--- src/rtl/int32_ascii_serializer.sv ---
// int32_ascii_serializer
// Turns a stream of signed 32-bit integers into decimal ASCII bytes in the
// format the number-stream parser consumes. Digits come from a repeated
// subtraction against a fixed power-of-ten table, one compare per cycle.
// Leading zeros are suppressed, and a separator or terminator byte follows
// each number.

module int32_ascii_serializer #(
    parameter logic [7:0] SEPARATOR       = 8'h20,
    parameter logic [7:0] TERMINATOR      = 8'h0A,
    parameter bit         EMIT_TERMINATOR = 1'b1
) (
    input  logic        clk,
    input  logic        rst_n,
    input  logic        clear,
    input  logic        num_valid,
    input  logic [31:0] num_data,
    input  logic        num_last,
    output logic        num_ready,
    output logic        char_valid,
    output logic [7:0]  char_data,
    input  logic        char_ready,
    output logic [10:0] num_count,
    output logic        frame_done
);

    localparam logic [2:0] ST_IDLE = 3'd0;
    localparam logic [2:0] ST_SIGN = 3'd1;
    localparam logic [2:0] ST_CALC = 3'd2;
    localparam logic [2:0] ST_EMIT = 3'd3;
    localparam logic [2:0] ST_SEP  = 3'd4;

    localparam logic [7:0]  CHAR_MINUS = 8'h2D;
    localparam logic [7:0]  CHAR_ZERO  = 8'h30;
    localparam logic [10:0] COUNT_MAX  = 11'd2047;

    logic [2:0]  state;
    logic [31:0] mag;
    logic [3:0]  pow_idx;
    logic [3:0]  digit;
    logic        started;
    logic        last_num;
    logic        restart_pending;

    logic [31:0] pow_val;
    logic        mag_ge;
    logic        sep_has_byte;
    logic        accept;
    logic        calc_sub;
    logic        calc_emit;
    logic        calc_skip;
    logic        emit_fire;
    logic        sign_fire;
    logic        sep_done;
    logic [31:0] abs_data;

    // Decimal place values, indexed by digit position (9 = billions)
    function automatic logic [31:0] pow10(input logic [3:0] idx);
        logic [31:0] val;
        case (idx)
            4'd9:    val = 32'd1000000000;
            4'd8:    val = 32'd100000000;
            4'd7:    val = 32'd10000000;
            4'd6:    val = 32'd1000000;
            4'd5:    val = 32'd100000;
            4'd4:    val = 32'd10000;
            4'd3:    val = 32'd1000;
            4'd2:    val = 32'd100;
            4'd1:    val = 32'd10;
            default: val = 32'd1;
        endcase
        return val;
    endfunction

    assign pow_val      = pow10(pow_idx);
    assign mag_ge       = (mag >= pow_val);
    assign sep_has_byte = !last_num || EMIT_TERMINATOR;

    // Magnitude as unsigned, so -2^31 maps cleanly onto 2147483648
    assign abs_data = num_data[31] ? (~num_data + 32'd1) : num_data;

    assign num_ready = (state == ST_IDLE) && !clear;
    assign accept    = num_valid && num_ready;

    assign calc_sub  = (state == ST_CALC) && mag_ge;
    assign calc_emit = (state == ST_CALC) && !mag_ge &&
                       ((digit != 4'd0) || started || (pow_idx == 4'd0));
    assign calc_skip = (state == ST_CALC) && !mag_ge && !calc_emit;
    assign sign_fire = (state == ST_SIGN) && char_ready;
    assign emit_fire = (state == ST_EMIT) && char_ready;
    assign sep_done  = (state == ST_SEP) && (char_ready || !sep_has_byte);

    // Output byte is a pure function of the held state, so it stays stable under stalls
    always_comb begin
        char_valid = 1'b0;
        char_data  = 8'h00;
        case (state)
            ST_SIGN: begin
                char_valid = 1'b1;
                char_data  = CHAR_MINUS;
            end
            ST_EMIT: begin
                char_valid = 1'b1;
                char_data  = CHAR_ZERO + {4'h0, digit};
            end
            ST_SEP: begin
                if (sep_has_byte) begin
                    char_valid = 1'b1;
                    char_data  = last_num ? TERMINATOR : SEPARATOR;
                end
            end
            default: begin
                char_valid = 1'b0;
                char_data  = 8'h00;
            end
        endcase
    end

    // Control FSM: sign, digit search, digit output, trailing separator
    always_ff @(posedge clk or negedge rst_n) begin
        if (!rst_n) begin
            state <= ST_IDLE;
        end else if (clear) begin
            state <= ST_IDLE;
        end else begin
            case (state)
                ST_IDLE: begin
                    if (accept) begin
                        state <= num_data[31] ? ST_SIGN : ST_CALC;
                    end
                end
                ST_SIGN: begin
                    if (sign_fire) begin
                        state <= ST_CALC;
                    end
                end
                ST_CALC: begin
                    if (calc_emit) begin
                        state <= ST_EMIT;
                    end
                end
                ST_EMIT: begin
                    if (emit_fire) begin
                        state <= (pow_idx == 4'd0) ? ST_SEP : ST_CALC;
                    end
                end
                ST_SEP: begin
                    if (sep_done) begin
                        state <= ST_IDLE;
                    end
                end
                default: state <= ST_IDLE;
            endcase
        end
    end

    // Digit datapath: remaining magnitude, place index, running digit, zero suppression
    always_ff @(posedge clk or negedge rst_n) begin
        if (!rst_n) begin
            mag      <= 32'd0;
            pow_idx  <= 4'd0;
            digit    <= 4'd0;
            started  <= 1'b0;
            last_num <= 1'b0;
        end else if (clear) begin
            mag      <= 32'd0;
            pow_idx  <= 4'd0;
            digit    <= 4'd0;
            started  <= 1'b0;
            last_num <= 1'b0;
        end else if (accept) begin
            mag      <= abs_data;
            pow_idx  <= 4'd9;
            digit    <= 4'd0;
            started  <= 1'b0;
            last_num <= num_last;
        end else if (calc_sub) begin
            mag   <= mag - pow_val;
            digit <= digit + 4'd1;
        end else if (calc_skip) begin
            pow_idx <= pow_idx - 4'd1;
            digit   <= 4'd0;
        end else if (emit_fire) begin
            started <= 1'b1;
            if (pow_idx != 4'd0) begin
                pow_idx <= pow_idx - 4'd1;
                digit   <= 4'd0;
            end
        end
    end

    // Completed-number counter, saturating, restarted by the first number of a new frame
    always_ff @(posedge clk or negedge rst_n) begin
        if (!rst_n) begin
            num_count       <= 11'd0;
            restart_pending <= 1'b0;
        end else if (clear) begin
            num_count       <= 11'd0;
            restart_pending <= 1'b0;
        end else if (accept && restart_pending) begin
            num_count       <= 11'd0;
            restart_pending <= 1'b0;
        end else if (sep_done) begin
            if (num_count != COUNT_MAX) begin
                num_count <= num_count + 11'd1;
            end
            if (last_num) begin
                restart_pending <= 1'b1;
            end
        end
    end

    // One-cycle pulse when the last number of a frame has fully gone out
    always_ff @(posedge clk or negedge rst_n) begin
        if (!rst_n) begin
            frame_done <= 1'b0;
        end else if (clear) begin
            frame_done <= 1'b0;
        end else begin
            frame_done <= sep_done && last_num;
        end
    end

endmodule

--- config.mk ---
export PLATFORM = sky130hd
export DESIGN_NAME = int32_ascii_serializer
export DESIGN_NICKNAME = d
export VERILOG_FILES = /design/src/rtl/int32_ascii_serializer.sv
export SDC_FILE = /design/constraint.sdc
export NUM_CORES = 1
export LEC_CHECK = 0
export ABC_CLOCK_PERIOD_IN_PS = 6100
export BUFFER_PORTS_ARGS = -buffer_cell sky130_fd_sc_hd__buf_4
export CAP_MARGIN = 20
export CORE_UTILIZATION = 45
export CTS_CLUSTER_SIZE = 8
export DETAILED_ROUTE_END_ITERATION = 7
export GPL_TIMING_DRIVEN = 0
export PLACE_DENSITY = 0.71
export SLEW_MARGIN = 25
export SYNTH_ARGS = -nofsm -noshare
export SYNTH_HDL_FRONTEND = slang
export SYNTH_SLANG_ARGS = --single-unit
--- constraint.sdc ---
create_clock -name clk -period 6.1 [get_ports clk]
set_clock_uncertainty 0.15 [all_clocks]
set_input_delay 0.305 -clock clk [delete_from_list [all_inputs] [get_ports clk]]
set_output_delay 0.305 -clock clk [all_outputs]
set_load 0.01 [all_outputs]
---- Word level (Yosys, flattened, before mapping) ----
Memory sizes are Yosys's and may differ from the RTL's.
Index checks and enable logic that the tools add are counted.
storage, ports and cells
  bits in registers ....................... 58
  RAM bits ................................ 0
  bits of input ports ..................... 38
  memories ................................ 1
  latch bits .............................. 0
  ROM bits ................................ 480
memory list
  name             words  width  rd ports  clocked after memory_dff  write ports  RTL line  text
  (no name shown)  16     30     1         0                         0            60        case (idx)
operators by class
  bitwise gates (word level) .............. 1
  equality and inequality tests ........... 12
  div/mod/pow operators ................... 0
  reduce and logical (&&, ||, !) cells .... 37
  shift operators ......................... 0
  add/subtract/negate cells ............... 6
  magnitude comparators ................... 1
  multiplexer cells ....................... 44
  $mul .................................... 0
operator list
  cell                     count
  $mux W32                 4
  $mux W4                  12
  $mux W11                 4
  $add A32 B1 Y32 const B  1
  $ge A32 B32 Y1           1
  $not A32 Y32             1
  $sub A32 B32 Y32         1
  $mux W3                  7
  $ne A3 B3 Y1 const B     7
  $pmux W7 S3              1
  $reduce_bool A4 Y1       4
  $pmux W3 S5              1
  $reduce_bool A3 Y1       5
  $mux W1                  13
  $add A11 B1 Y11 const B  1
  $logic_and A1 B1 Y1      11
  $ne A11 B11 Y1 const B   1
  $reduce_bool A5 Y1       2
  $add A6 B4 Y7 const A    1
  $eq A3 B2 Y1 const B     2
  $mux W6                  1
  $reduce_and A2 Y1        3
  $reduce_and A3 Y1        2
  $reduce_and A5 Y1        1
  other kinds (11)         14

---- Logic depth before layout (Yosys ltp) ----
An unclocked memory read counts as a cell.
  depth in word-level cells ............... 11
  depth in mapped cells ................... 18
  depth with buffers taken out ............ 15

---- Worst setup path after synthesis ----
OpenSTA, ideal clock, no wires.
  path type ............................... register -> register
  start ................................... register pow_idx[2]
  end ..................................... register state[0]
  path slack .............................. 2.395 ns
  arrival time ............................ 3.426 ns
  path buffers ............................ 5
  setup time .............................. 0.128 ns
  stages on the path, launching flop included .. 17
  cells stage by stage .................... dfrtp_1 -> clkbuf_1 -> nor2b_1 -> clkbuf_1 -> a22oi_1 -> ha_1 -> clkbuf_1 -> and4_1 -> and4_1 -> nand2_1 -> a21oi_1 -> o21ai_1 -> clkbuf_1 -> buf_1 -> a21oi_1 -> o21ai_0 -> o31ai_1
between the ends
  word-level cells in the longest chain between the ends .. 7
ends and longest elaborated chain
  element                          RTL line  text
  start: declaration               39        logic [3:0] pow_idx;
  start signal: assignment         181       pow_idx <= pow_idx - 4'd1;
  start signal: assignment         186       pow_idx <= pow_idx - 4'd1;
  $mem_v2 Z16 W30                  --
  $ge A32 B32 Y1                   76        assign mag_ge = (mag >= pow_val);
  $logic_not A1 Y1                 86        assign calc_emit = (state == ST_CALC) && !mag_ge &&
  $logic_and A1 B1 Y1              86
  $logic_and A1 B1 Y1 (*)          86
  $ne A3 B3 Y1 (no line) (*)       --
  $reduce_and A5 Y1 (no line) (*)  --
  end signal: assignment           129       state <= num_data[31] ? ST_SIGN : ST_CALC;
  end signal: assignment           144       state <= (pow_idx == 4'd0) ? ST_SEP : ST_CALC;
  end: declaration                 37        logic [2:0] state;
Mark *: on every way between the ends. The rest lies on a longest branch, timed or not.
A chain may end at the register's enable or synchronous reset.

---- Worst setup path in the final report ----
Same ends and word-level chain as after synthesis.

==> out/results.ini <==
[setup_path]
cp.arrival_ps=5330
startpoint=pow_idx[2]
rrSetupSlack_ps=830
r2r_cells=16
r2r-start=pow_idx[2]
cp_max_fo=10
startpoint_type=flip-flop
r2r_end=state[0]
cp.required_ps=6160
endpoint_kind=flip-flop
critPathKind=flip-flop to flip-flop

[global_routing]
grt_pass1_vias=5375
grt_antenna_before_repair=0
grt_overflow=0
grt_max_degree=59
grt_pass1_wl_um=28570
grt_util_all_layers=0.2883

[logic_synthesis]
synth_top_flop_cell=dfrtp_1
synth_area_um2=5572
syn_avg_cell_area_um2=8.017
synthCells=695
yosysWarningCount=0
async_reset_ff_frac=1.000
ys_seq_area_frac=0.2605
synth_seq_cells=58
synth_edf_count=0
netlist-cell-type-count=68

[sta]
rsz0062_at_grt=no
setup_tns_ps=0
setup_ws_ps=831.7
tightest_slew_ps=841.8
min_period_ps=5268
finalHoldViolations=0
finalMaxSlewViolations=0
period_share=0.8637
slew_headroom=0.4367
fmax_mhz=189.8
setup_viol=0
timing.hold.ws_ps=8.111

[min_path]
hold_class=input port to flip-flop
hold_start=num_last
holdPathEnd=last_num
hold_depth=3

[detailed_routing]
drtAntennaViolNets=0
post_drt_wl_per_cell_um=19.14
drt_pass1_iterations=5
drc_errors=0
routed_wl_um=17940
viasPerCell=6.115
via_count=5730
drt-initial-drc-count=519

[floorplan]
ios=60
die_h_um=113.3
num_rows=40
start_util=0.4619
core_um2=12060
die_area_um2=12830
fp.dieW_um=113.3

[final_layout]
diodes=0
area_growth_pct=16.98
fillers=1133
drive_gt1_frac=0.1183
final_nets=844
final_cell_mix=65 x nand2_1, 60 x nor2_1, 58 x buf_4, 58 x dfrtp_1, 56 x a21oi_1
final_util=0.5404
layout_commonest_cell=nand2_1

[placed_design]
post-dp-hpwl_um=13110
place_worst_setup_slack_ps=1042
port_buffers=56
gp_congestion=1.044

[power_and_ir_drop]
power.density_nw_per_um2=632.3
peakVddDrop_mv=0.2691
p_leak_nw=2.829
power_mw=4.121

[clock_tree]
root_buffer=clkbuf_16
numClockSinks=58
cts_buffers=9
post-cts-setup-buffer-count=0
htreeDepth=3
cts.clk_slew.worst_paths_ps=60
clk_latency_ps=340
cts_tree=done
clockBufferDepth=2

[flow_run]
max-cap-violations=0

[outcome]
status=completed

==> report_power, final <==
part	internal, mW	leakage, nW	switching (mW)
Sequential	0.498	0.781	0.0960
Combinational	1.19	1.90	1.81
Clock	0.326	0.149	0.196
==> registers in the layout, indices dropped and copies added (netlist names) <==
| register | flops |
|---|---|
| digit | 4 |
| frame_done | 1 |
| last_num | 1 |
| mag | 32 |
| num_count | 11 |
| pow_idx | 4 |
| restart_pending | 1 |
| started | 1 |
| state | 3 |
==> layer usage <==
metal / vias up / routed length [µm] / GRT usage
li1: 2688 / - / -
met4: 0 / 594 / 0.1167
met3: 48 / 1150 / 0.04231
met1: 2767 / 8124 / 0.3906
met5: - / 0 / 0
met2: 227 / 8066 / 0.4609
==> critical path, cell delays in order (launching register included) <==
cell and delay (ps):
dfrtp_1 360, clkbuf_1 380, nor2b_1 240, clkbuf_1 360, a21oi_1 240, ha_1 320
clkbuf_1 200, and4_1 290, and4_1 250, nand2_1 70, a21oi_1 70, o21ai_1 500
clkbuf_1 600, buf_1 660, a21oi_1 140, o21ai_0 200, o31ai_1 90
==> worst max-delay path by stage <==
stage,end,slack [ps],depth (start not counted)
finish,state[0],830,16
global route,state[0],460,15
CTS,state[0],1000,16
detailed placement,state[0],1040,16
global placement,state[0],990,16
floorplan,state[0],2400,16
==> cell usage after synthesis (all sizes together), types with 8 or more instances <==
cell type  count  area share
nand2         66       0.045
nor2          60       0.040
dfrtp         58        0.26
a21oi         56       0.050
o21ai         45       0.041
ha            41       0.092
clkbuf        37       0.025
xnor2         33       0.052
xor2          29       0.046
a211oi        25       0.035
inv           20       0.013
a21o          18       0.024
nand3         17       0.015
or3           17       0.019
o31ai         16       0.028
mux2i         11       0.020
nand2b        10       0.011
nor3          10      0.0090
a31oi          9       0.010
and2           8      0.0090
nand4          8      0.0090
nor2b          8      0.0090
==> area by class of cell <==
cell class	instances	area (µm²)	share of cell area
clock buffer	11	242.7	0.03724
buffer	41	168.9	0.02592
tap	168	210.2	0.03225
sequential	58	1451	0.2227
inverter	20	75.07	0.01152
multi-input combinational	577	3885	0.5961
clock inverter	5	53.80	0.008255
timing repair buffer	57	430.4	0.06604
==> stage by stage <==
step	area, µm²	instances
after floorplan	5575	696
final	6518	937
after global placement	6206	920
after global routing	6518	937
after detailed placement	6206	920
after CTS	6513	937
==> what timing repair did <==
action | in CTS | in global routing
gates resized for setup | 0 | 0
hold buffers | 1 | 0
endpoints found under the hold margin | 58 | 0
==> logic make-up (layout without fill, tap and decap cells) <==
kind of cell	Yosys count	after routing	share of synthesized area
AOI/OAI and AO/OA	226	226	0.2731
xor gates and xnor gates	62	62	0.09746
adders and majority gates	42	42	0.09567
buffers and inverters	61	134	0.04379
DFF	58	58	0.2605
muxes	11	11	0.01976
other	1	2	0.0006731
and+or+nand+nor	234	234	0.2091
Power figures use the tool's default switching activity.
